**config.mk**
```make
export PLATFORM = sky130hd
export DESIGN_NAME = fetch_predict_unit_flat
export DESIGN_NICKNAME = d
export VERILOG_FILES = /design/src/rtl/fetch_predict_if.sv /design/src/rtl/fetch_predict_unit.sv /design/src/flat_wrapper.sv
export SDC_FILE = /design/constraint.sdc
export NUM_CORES = 2
export LEC_CHECK = 0
export CORE_MARGIN = 8
export CORE_UTILIZATION = 30
export CTS_BUF_LIST = sky130_fd_sc_hd__clkbuf_8
export DETAILED_ROUTE_END_ITERATION = 8
export SLEW_MARGIN = 25
export SYNTH_ARGS = -nofsm -noshare
export SYNTH_HDL_FRONTEND = slang
export SYNTH_SLANG_ARGS = --single-unit
```
**constraint.sdc**
```tcl
create_clock -name CLK -period 5.6 [get_ports CLK]
set_clock_uncertainty 0.1 [all_clocks]
set_input_delay 0.84 -clock CLK [delete_from_list [all_inputs] [get_ports CLK]]
set_output_delay 0.84 -clock CLK [all_outputs]
set_load 0.005 [all_outputs]
```
**src/rtl/fetch_predict_if.sv**
```systemverilog
// Fetch/predict bundle between the fetch stage and the rest of the datapath.
//   master : fetch stage (drives PC, prediction, flush and perf counts)
//   slave  : datapath / cache side (drives ihit, stall, halt and MEM-stage resolution)
// Signals:
//   ihit, stall, halt                 fetch control from datapath
//   imemaddr, imemREN                 instruction fetch request
//   pred_taken, pred_target           prediction for the current PC
//   res_*                             branch/jump resolution from MEM
//   flush                             squash IF/ID and ID/EX
//   branch_cnt, mispred_cnt           saturating performance counters
interface fetch_predict_if #(
    parameter int unsigned PERF_W = 16
);
    logic              ihit;
    logic              stall;
    logic              halt;
    logic [31:0]       imemaddr;
    logic              imemREN;
    logic              pred_taken;
    logic [31:0]       pred_target;
    logic              res_valid;
    logic [31:0]       res_pc;
    logic              res_is_branch;
    logic              res_taken;
    logic [31:0]       res_target;
    logic              res_pred_taken;
    logic [31:0]       res_pred_target;
    logic              flush;
    logic [PERF_W-1:0] branch_cnt;
    logic [PERF_W-1:0] mispred_cnt;

    modport master (
        input  ihit, stall, halt,
        input  res_valid, res_pc, res_is_branch, res_taken, res_target,
        input  res_pred_taken, res_pred_target,
        output imemaddr, imemREN, pred_taken, pred_target, flush,
        output branch_cnt, mispred_cnt
    );

    modport slave (
        output ihit, stall, halt,
        output res_valid, res_pc, res_is_branch, res_taken, res_target,
        output res_pred_taken, res_pred_target,
        input  imemaddr, imemREN, pred_taken, pred_target, flush,
        input  branch_cnt, mispred_cnt
    );
endinterface

```
**src/rtl/fetch_predict_unit.sv**
```systemverilog
// Fetch stage with a direct-mapped BTB of 2-bit saturating counters.
// Owns the PC, predicts the next PC combinationally from the current PC, applies
// MEM-stage redirects, and counts resolved branches and mispredicts.
// Ports:
//   CLK   clock
//   nRST  asynchronous reset, active low
//   fif   fetch_predict_if.master (fetch control, prediction, resolution, perf)
module fetch_predict_unit #(
    parameter logic [31:0] PC_INIT     = 32'h0,
    parameter int unsigned BTB_ENTRIES = 16,
    parameter logic [1:0]  CTR_INIT    = 2'b10,
    parameter int unsigned PERF_W      = 16
) (
    input  logic            CLK,
    input  logic            nRST,
    fetch_predict_if.master fif
);
    localparam int unsigned IDX_W = $clog2(BTB_ENTRIES);
    localparam int unsigned TAG_W = 32 - IDX_W - 2;

    logic [31:0]       pc_q, pc_d, pc_plus4;
    logic              halt_q;
    logic [PERF_W-1:0] branch_cnt_q, mispred_cnt_q;

    logic              btb_valid_q [BTB_ENTRIES];
    logic [TAG_W-1:0]  btb_tag_q   [BTB_ENTRIES];
    logic [31:0]       btb_tgt_q   [BTB_ENTRIES];
    logic [1:0]        btb_ctr_q   [BTB_ENTRIES];

    logic [IDX_W-1:0]  lk_idx, up_idx;
    logic [TAG_W-1:0]  lk_tag, up_tag;
    logic              lk_hit, up_hit, up_en, res_br, mis;
    logic              pred_taken;
    logic [31:0]       pred_target, fix_pc;

    // Lookup on the current PC
    assign pc_plus4    = pc_q + 32'd4;
    assign lk_idx      = pc_q[IDX_W+1:2];
    assign lk_tag      = pc_q[31:IDX_W+2];
    assign lk_hit      = btb_valid_q[lk_idx] && (btb_tag_q[lk_idx] == lk_tag);
    assign pred_taken  = lk_hit && btb_ctr_q[lk_idx][1];
    assign pred_target = lk_hit ? btb_tgt_q[lk_idx] : pc_plus4;

    // Resolution from MEM; a predicted-taken non-branch is caught by the first term
    assign mis = fif.res_valid &&
                 ((fif.res_taken != fif.res_pred_taken) ||
                  (fif.res_taken && (fif.res_target != fif.res_pred_target)));
    assign fix_pc = fif.res_taken ? fif.res_target : (fif.res_pc + 32'd4);

    assign res_br = fif.res_valid && fif.res_is_branch;
    assign up_en  = res_br && !halt_q;
    assign up_idx = fif.res_pc[IDX_W+1:2];
    assign up_tag = fif.res_pc[31:IDX_W+2];
    assign up_hit = btb_valid_q[up_idx] && (btb_tag_q[up_idx] == up_tag);

    always_comb begin
        pc_d = pc_q;
        if (halt_q) begin
            pc_d = pc_q;
        end else if (mis) begin
            pc_d = fix_pc;
        end else if (fif.ihit && !fif.stall) begin
            pc_d = pred_taken ? pred_target : pc_plus4;
        end
    end

    always_ff @(posedge CLK or negedge nRST) begin
        if (!nRST) begin
            pc_q   <= PC_INIT;
            halt_q <= 1'b0;
        end else begin
            pc_q   <= pc_d;
            halt_q <= halt_q | fif.halt;
        end
    end

    // BTB write lands at the edge, so a same-cycle lookup still sees the old entry
    always_ff @(posedge CLK or negedge nRST) begin
        if (!nRST) begin
            for (int i = 0; i < int'(BTB_ENTRIES); i++) begin
                btb_valid_q[i] <= 1'b0;
                btb_tag_q[i]   <= '0;
                btb_tgt_q[i]   <= '0;
                btb_ctr_q[i]   <= 2'b00;
            end
        end else if (up_en) begin
            if (up_hit) begin
                if (fif.res_taken) begin
                    btb_tgt_q[up_idx] <= fif.res_target;
                    if (btb_ctr_q[up_idx] != 2'b11) begin
                        btb_ctr_q[up_idx] <= btb_ctr_q[up_idx] + 2'b01;
                    end
                end else if (btb_ctr_q[up_idx] != 2'b00) begin
                    btb_ctr_q[up_idx] <= btb_ctr_q[up_idx] - 2'b01;
                end
            end else if (fif.res_taken) begin
                btb_valid_q[up_idx] <= 1'b1;
                btb_tag_q[up_idx]   <= up_tag;
                btb_tgt_q[up_idx]   <= fif.res_target;
                btb_ctr_q[up_idx]   <= CTR_INIT;
            end
        end
    end

    // Perf counters keep counting after halt and stick at all-ones
    always_ff @(posedge CLK or negedge nRST) begin
        if (!nRST) begin
            branch_cnt_q  <= '0;
            mispred_cnt_q <= '0;
        end else begin
            if (res_br && (branch_cnt_q != '1)) begin
                branch_cnt_q <= branch_cnt_q + 1'b1;
            end
            if (mis && (mispred_cnt_q != '1)) begin
                mispred_cnt_q <= mispred_cnt_q + 1'b1;
            end
        end
    end

    assign fif.imemaddr    = pc_q;
    assign fif.imemREN     = !halt_q;
    assign fif.pred_taken  = pred_taken;
    assign fif.pred_target = pred_target;
    assign fif.flush       = mis && !halt_q;
    assign fif.branch_cnt  = branch_cnt_q;
    assign fif.mispred_cnt = mispred_cnt_q;
endmodule
```
**src/flat_wrapper.sv**
```systemverilog
// flat-port wrapper written by rule: the top's interface ports become plain ports
module fetch_predict_unit_flat 
#(
    parameter logic [31:0] PC_INIT     = 32'h0,
    parameter int unsigned BTB_ENTRIES = 16,
    parameter logic [1:0]  CTR_INIT    = 2'b10,
    parameter int unsigned PERF_W      = 16
)
  (CLK, nRST, fif_ihit, fif_stall, fif_halt, fif_res_valid, fif_res_pc, fif_res_is_branch, fif_res_taken, fif_res_target, fif_res_pred_taken, fif_res_pred_target, fif_imemaddr, fif_imemREN, fif_pred_taken, fif_pred_target, fif_flush, fif_branch_cnt, fif_mispred_cnt);
  fetch_predict_if #(.PERF_W(PERF_W)) fif_i ();
  input  logic CLK;
  input  logic nRST;
  input wire logic [$bits(fif_i.ihit)-1:0] fif_ihit;
  input wire logic [$bits(fif_i.stall)-1:0] fif_stall;
  input wire logic [$bits(fif_i.halt)-1:0] fif_halt;
  input wire logic [$bits(fif_i.res_valid)-1:0] fif_res_valid;
  input wire logic [$bits(fif_i.res_pc)-1:0] fif_res_pc;
  input wire logic [$bits(fif_i.res_is_branch)-1:0] fif_res_is_branch;
  input wire logic [$bits(fif_i.res_taken)-1:0] fif_res_taken;
  input wire logic [$bits(fif_i.res_target)-1:0] fif_res_target;
  input wire logic [$bits(fif_i.res_pred_taken)-1:0] fif_res_pred_taken;
  input wire logic [$bits(fif_i.res_pred_target)-1:0] fif_res_pred_target;
  output wire logic [$bits(fif_i.imemaddr)-1:0] fif_imemaddr;
  output wire logic [$bits(fif_i.imemREN)-1:0] fif_imemREN;
  output wire logic [$bits(fif_i.pred_taken)-1:0] fif_pred_taken;
  output wire logic [$bits(fif_i.pred_target)-1:0] fif_pred_target;
  output wire logic [$bits(fif_i.flush)-1:0] fif_flush;
  output wire logic [$bits(fif_i.branch_cnt)-1:0] fif_branch_cnt;
  output wire logic [$bits(fif_i.mispred_cnt)-1:0] fif_mispred_cnt;
  assign fif_i.ihit = fif_ihit;
  assign fif_i.stall = fif_stall;
  assign fif_i.halt = fif_halt;
  assign fif_i.res_valid = fif_res_valid;
  assign fif_i.res_pc = fif_res_pc;
  assign fif_i.res_is_branch = fif_res_is_branch;
  assign fif_i.res_taken = fif_res_taken;
  assign fif_i.res_target = fif_res_target;
  assign fif_i.res_pred_taken = fif_res_pred_taken;
  assign fif_i.res_pred_target = fif_res_pred_target;
  assign fif_imemaddr = fif_i.imemaddr;
  assign fif_imemREN = fif_i.imemREN;
  assign fif_pred_taken = fif_i.pred_taken;
  assign fif_pred_target = fif_i.pred_target;
  assign fif_flush = fif_i.flush;
  assign fif_branch_cnt = fif_i.branch_cnt;
  assign fif_mispred_cnt = fif_i.mispred_cnt;
  fetch_predict_unit #(.PC_INIT(PC_INIT), .BTB_ENTRIES(BTB_ENTRIES), .CTR_INIT(CTR_INIT), .PERF_W(PERF_W)) u_core (.CLK(CLK), .nRST(nRST), .fif(fif_i));
endmodule
```
# Word level (Yosys, flattened, before mapping)
# Cells that the tools add are included.
dict set report classes {
  addsub 6
  n_lt_le_gt_ge 3
  n_eq_ne 8
  muxes 43
  bitwise 9
  reduce_logical 23
}
# op count
set op_table {}
lappend op_table {{$bwmux 512} 1}
lappend op_table {{$bwmux 416} 1}
lappend op_table {{$mux 32} 13}
lappend op_table {{$bmux 26 s4} 2}
lappend op_table {{$mux 26} 5}
lappend op_table {{$bmux 32 s4} 1}
lappend op_table {{$demux 32 s4} 1}
lappend op_table {{$demux 26 s4} 1}
lappend op_table {{$add 32x3->32 const B} 2}
lappend op_table {{$bwmux 32} 2}
lappend op_table {{$eq 26x26->1} 2}
lappend op_table {{$add 16x1->16 const B} 2}
lappend op_table {{$ne 16x16->1 const B} 2}
lappend op_table {{$ne 32x32->1} 1}
lappend op_table {{$or 16x16->16} 2}
lappend op_table {{$and 16x16->16} 1}
lappend op_table {{$bmux 2 s4} 2}
lappend op_table {{$not 16->16} 1}
lappend op_table {{$logic_and 1x1->1} 12}
lappend op_table {{$ge 5x5->1 const B} 2}
lappend op_table {{$mux 2} 5}
lappend op_table {{$not 4->5} 2}
lappend op_table {{$bmux 1 s4} 2}
lappend op_table {{$demux 2 s4} 1}
lappend op_table {{other kinds (16)} 26}
dict set report word_totals {
  reg_bits 1041
  inputBits 105
  out_inout_bits 99
  word_cells 160
}

# Depth between registers and ports, before layout
dict set report depth {
  ltp_word 10
  mapped_depth 16
  depth_no_buf 10
}

# Worst setup path after synthesis
# Ideal clock, no wire load.
dict set report synth_path {
  path_kind {flip-flop to output port}
  from {register u_core.pc_q[2] (netlist: u_core.fif.imemaddr[2])}
  to {output port fif_pred_target[31]}
  arrival_time_ns 3.632
  required_time_ns 4.660
  path_slack_ns 1.028
  stages_incl_launch_ff 12
  path_buffers 8
  path_cell_list {dfrtp_1 > buf_4 > buf_6 > buf_6 > buf_4 > buf_6 > buf_2 > buf_1 > buf_2 > mux4_2 > mux4_2 > mux2_2}
}
dict set report synth_via {
  elab_chain_cells 7
  word_cells_on_any_way 14
  classes_between {add/sub: 1; eq/ne: 1; mux: 10; bitwise: 1; reduce/logical: 1}
}
# element line
set synth_rtl {}
lappend synth_rtl {{start: declaration} fetch_predict_unit.sv:21} ;# logic [31:0] pc_q, pc_d, pc_plus4;
lappend synth_rtl {{start signal: assignment} fetch_predict_unit.sv:72} ;# pc_q <= pc_d;
lappend synth_rtl {{$not 4->5 (implied by the code)} {fetch_predict_unit.sv:40, fetch_predict_unit.sv:42}}
lappend synth_rtl {{$bmux 26 s4} fetch_predict_unit.sv:40} ;# assign lk_hit = btb_valid_q[lk_idx] && (btb_tag_q[lk_idx] == lk_tag);
lappend synth_rtl {{$mux 26 (implied by the code) (2 in series)} fetch_predict_unit.sv:40}
lappend synth_rtl {{$eq 26x26->1} fetch_predict_unit.sv:40}
lappend synth_rtl {{$logic_and 1x1->1} fetch_predict_unit.sv:40}
lappend synth_rtl {{$mux 32 (*)} fetch_predict_unit.sv:42} ;# assign pred_target = lk_hit ? btb_tgt_q[lk_idx] : pc_plus4;
lappend synth_rtl {{end: declaration} flat_wrapper.sv:26} ;# output wire logic [$bits(fif_i.pred_target)-1:0] fif_pred_target;
# Every way passes the cells marked *; elsewhere a longest branch is shown, timed or not. The select of a mux whose other input is x is not followed.

# Worst setup path after layout
dict set report layout_path {
  from {register u_core.pc_q[2] (netlist: u_core.fif.imemaddr[2])}
  to {output port fif_pred_taken}
}
dict set report layout_via {
  elab_chain_cells 7
  word_cells_on_any_way 13
  classes_between {eq/ne: 1; mux: 9; bitwise: 1; reduce/logical: 2}
}
# element line
set layout_rtl {}
lappend layout_rtl {{$not 4->5 (implied by the code) (*)} {fetch_predict_unit.sv:40, fetch_predict_unit.sv:41}}
lappend layout_rtl {{$bmux 26 s4} fetch_predict_unit.sv:40}
lappend layout_rtl {{$mux 26 (implied by the code) (2 in series)} fetch_predict_unit.sv:40}
lappend layout_rtl {{$eq 26x26->1} fetch_predict_unit.sv:40}
lappend layout_rtl {{$logic_and 1x1->1} fetch_predict_unit.sv:40}
lappend layout_rtl {{$logic_and 1x1->1 (*)} fetch_predict_unit.sv:41} ;# assign pred_taken = lk_hit && btb_ctr_q[lk_idx][1];
lappend layout_rtl {{end: declaration} flat_wrapper.sv:25} ;# output wire logic [$bits(fif_i.pred_taken)-1:0] fif_pred_taken;
# Marks and branches as above.

==> summary by stage <==
Final layout
The filler cells instantiated in the layout total 17128. The layout overhead on the synthesized area is 19.60%. At the end of the flow the core is filled with cells to 36.11%. The post-route netlist has around 48% of its cells at a drive strength greater than 1. At the end of the flow, the number of nets in the layout was 4320. The most common cell after layout, fill and taps aside is dfrtp_1. Across the whole layout, storage elements account for 26070 µm². In the layout the commonest cells are 1036 x dfrtp_1, 983 x mux2_2, 344 x mux4_2, 244 x buf_4, 223 x clkbuf_8. After routing the design area is 65340 µm².

After the flow finishes, the layout carries non-filler instances totaling 6721. Summing all multi-input logic gate instances after layout gives 27070 µm².

Synthesis
Of the total synthesized cell area, the portion taken by full adders, half adders and majority gates is 0.2061%. Sorting the synthesized cells by area gives the leading types as dfrtp_1 48%, mux2_2 21%, mux4_2 14%. Yosys printed 0 warnings.

When the netlist entered floorplanning its net count stood at 3981. By area, the combinational part of the netlist is dominated by multiplexers. In this run, distinct cell masters in the synthesized netlist total 73. The cell taking the most area after synthesis is dfrtp_1. The basic-gate share of the synthesized area counting and, or, nand and nor cells is under 10%. The post-synthesis register bit count is 1041.

In this run the biggest area consumer among cell types represents 47.68% of the synthesized area. The share of the synthesized netlist area taken by xor and xnor gates is 2.693%. The mean instance size in the synthesized netlist is around 14 µm². The mapped netlist covers about 55000 µm². The portion of synthesized area spent on multiplexers is 37.96%. Among all flip-flop cells after synthesis, the most frequent one is dfrtp_1.

The proportion of synthesized chip area in sequential cells is 47.68%. The number of flops mapped to enable cells by yosys is 0. The fraction of registers with async set or reset after synthesis is 100.0%. The compound-cell area share of the yosys netlist is 3.451%. The synthesized instance count is 3867.

Timing
The share of the clock period used by the worst path is 101.7%. The final number of hold-violating endpoints is 0. The worst max-slew margin expressed relative to the limit is 24.95%. For this run, the top clock speed supported by timing is 175.5 MHz. The final worst slack is -97.26 ps. The number of pins exceeding their max-slew limit in the final report is 0. The final setup TNS is -795.8 ps. The routed design could run at a clock period as short as 5697 ps. At the pin with the least slew margin, the transition time is 1125 ps.

Setup repair after global routing could not meet its margin everywhere. Setup violations remaining at the end of the flow were counted as 20. Final hold analysis gives a worst-case slack of 380.8 ps.

GRT
After global routing the overflow that remains totals 0. The via count of the first global-routing pass is 38851. The global-route usage over all layers is 19.36%. The number of antenna violations at the first check in global routing is 12. The first global-routing pass estimated 282200 µm of wire.

The pin count of the biggest net entering global routing is 143.

Routing
The number of design rule violations left after detail routing is 0. The number of DRC markers in iteration 0 is 3600. The via density per instance is 5.510.

Detailed routing inserted a total of 37034 vias. The detailed-router iteration count before antenna repair is 6. The detail route stage leaves a number of antenna-violating nets equal to 0. The total length of routed wires is 194800 µm. In the final routed layout, each cell accounts on average for 28.98 µm.

Run status
The run finished, with violations left. The checks that failed: negative setup slack.

Die
During I/O placement, the number of pins put on the boundary was between 200 and 250. The starting density of the core is 30.19%. The die is ~440 µm tall. The area of the core is 180900 µm².

The area of the die is 196000 µm². The width of the die is 442.7 µm. The number of rows created at floorplan is 156.

Critical path
The critical setup path kind is reg2out. The data required time of the worst path is 4660 ps. The critical path launch point type is a flip-flop.

The highest net fanout along the worst path is 16. The arrival time at the worst endpoint is 4760 ps. The worst setup path is captured at a primary output.

Placement
Detailed placement finished with a half-perimeter wire length of 128700 µm. The final weighted congestion in routability-driven placement is roughly 0.91. Buffers placed on the I/O ports in this run total 203. The total cell area at the placement stage is 60470 µm². The cell total after placement is 6324.

Power
The share of power burned in registers is 45.1%. The internal portion of total power is 0.01247 W. The switching fraction of total power is 28.25%. VDD sags by at most 0.1887 mV. The reported leakage power is 30.19 nW. The clock network fraction of design power is between 40% and 50%. The combinational share of power is 13.9%. In this run the power spent charging and discharging nets is 0.004909 W. Power spread over the standard cell area amounts to 265.9 nW/µm².

CTS
The clock drives 1041 sinks. The master cell of the clock root buffer is clkbuf_8. The number of buffers on the longest clock path is 3. The clock tree synthesis step divided the H-tree into 4 levels.

The total clock buffers created by CTS is 179. Clock-pin slew was measured on the worst setup and hold paths at 60 ps. The insertion delay of the later-clocked pin in the worst-skew pair is between 900 and 1000 ps. The TritonCTS clock tree is done.

Run
The count of maximum capacitance violations is 0.

Worst hold path
The worst min-delay path category is reg2reg.
[worst max-delay path, cell delays in order, from the launching register on]
cell and delay [ps]:
dfrtp_4 530, buf_12 150, buf_4 110, buf_8 210
mux4_2 550, mux2i_1 260, o31ai_1 110, mux4_2 500
a21o_1 220, nor3b_2 210, nand3_2 250, inv_2 180
clkdlybuf4s50_1 540
[worst paths after layout]
kind | startpoint | end | slack, ps | cells after the start
setup / recovery | u_core.fif.imemaddr[2] | fif_pred_taken | -100 | 12
setup reg to reg | u_core.fif.imemaddr[2] | u_core.fif.imemaddr[3] | -30 | 30
hold reg to reg | u_core.btb_valid_q[11] | u_core.btb_valid_q[11] | 380 | 1
hold / removal | u_core.btb_valid_q[11] | u_core.btb_valid_q[11] | 380 | 1
min in group asynchronous | nRST | u_core.btb_tgt_q[363] | 450 | 2
max in group asynchronous | nRST | u_core.btb_tag_q[255] | 3490 | 4
[layout make-up]
cell class | count | share of cell area (%)
Tap cell | 2370 | 4.538
Inverter | 30 | 0.1723
Clock buffer | 223 | 4.697
Multi-Input combinational cell | 2422 | 41.44
Sequential cell | 1041 | 39.89
Antenna cell | 4 | 0.01532
Timing Repair Buffer | 532 | 8.269
Clock inverter | 99 | 0.9785
[cells in the mapped netlist, types with 13 or more instances]
cell type	number
clkbuf_1	221
nor2_1	64
buf_2	55
buf_1	37
mux2i_1	156
and3_1	47
o221ai_1	13
nand2_1	98
a22oi_1	52
o21ai_0	41
xnor2_1	113
mux2_2	1001
dfrtp_1	1041
a21oi_1	48
nor3_1	38
nand3_1	58
mux2_1	14
mux4_2	344
nand2b_1	23
buf_4	21
buf_6	34
a31oi_1	19
xor2_1	55
nand4_1	38
inv_1	27
o22ai_1	15
[power by group through the flow]
stage                     clock, W  combinational (W)  sequential (W)
after floorplan                  0            0.00122         0.00785
after global placement           0            0.00222         0.00798
after detailed placement         0            0.00222         0.00799
after CTS                  0.00728            0.00238         0.00784
after global routing       0.00761            0.00255         0.00785
final                      0.00712            0.00241         0.00784
[what timing repair did]
action	CTS	global route
setup endpoints to repair	33	62
gates resized for setup	99	146
hold buffers	1	0
pin swaps	8	13
setup buffers	42	20
hold endpoints to repair	78	0
gates cloned	8	2
[metrics by stage]
step | power, W | worst slack (ps)
2_1_floorplan | 0.009072 | 1028
3_3_place_gp | 0.01020 | 102.8
3_5_place_dp | 0.01021 | 159.9
4_1_cts | 0.01750 | -203.8
5_1_grt | 0.01801 | -215.9
6_report | 0.01738 | -97.26
[cells by family after synthesis]
kind of cell    Yosys count
compound gates          272
flops                  1041
mux                    1515
fa+ha+maj                 9
simple gates            458
buf+inv                 404
xor+xnor                168
[registers in the layout, indices dropped and copies added (netlist names)]
signal / cells
u_core.halt_q: 1
u_core.btb_tgt_q: 512
u_core.fif.imemaddr: 32
u_core.fif.branch_cnt: 16
u_core.btb_valid_q: 16
u_core.btb_tag_q: 416
u_core.fif.mispred_cnt: 16
u_core.btb_ctr_q: 32
[metal layers]
metal / vias up / wire length (µm) / track usage (%)
met2: 1517 / 92260 / 31.54
met1: 19743 / 74190 / 23.04
met5: - / 21 / 0
met4: 4 / 16820 / 13.80
met3: 554 / 11500 / 3.645
li1: 15216 / - / -
No activity file was read; power rests on OpenSTA's default activity.
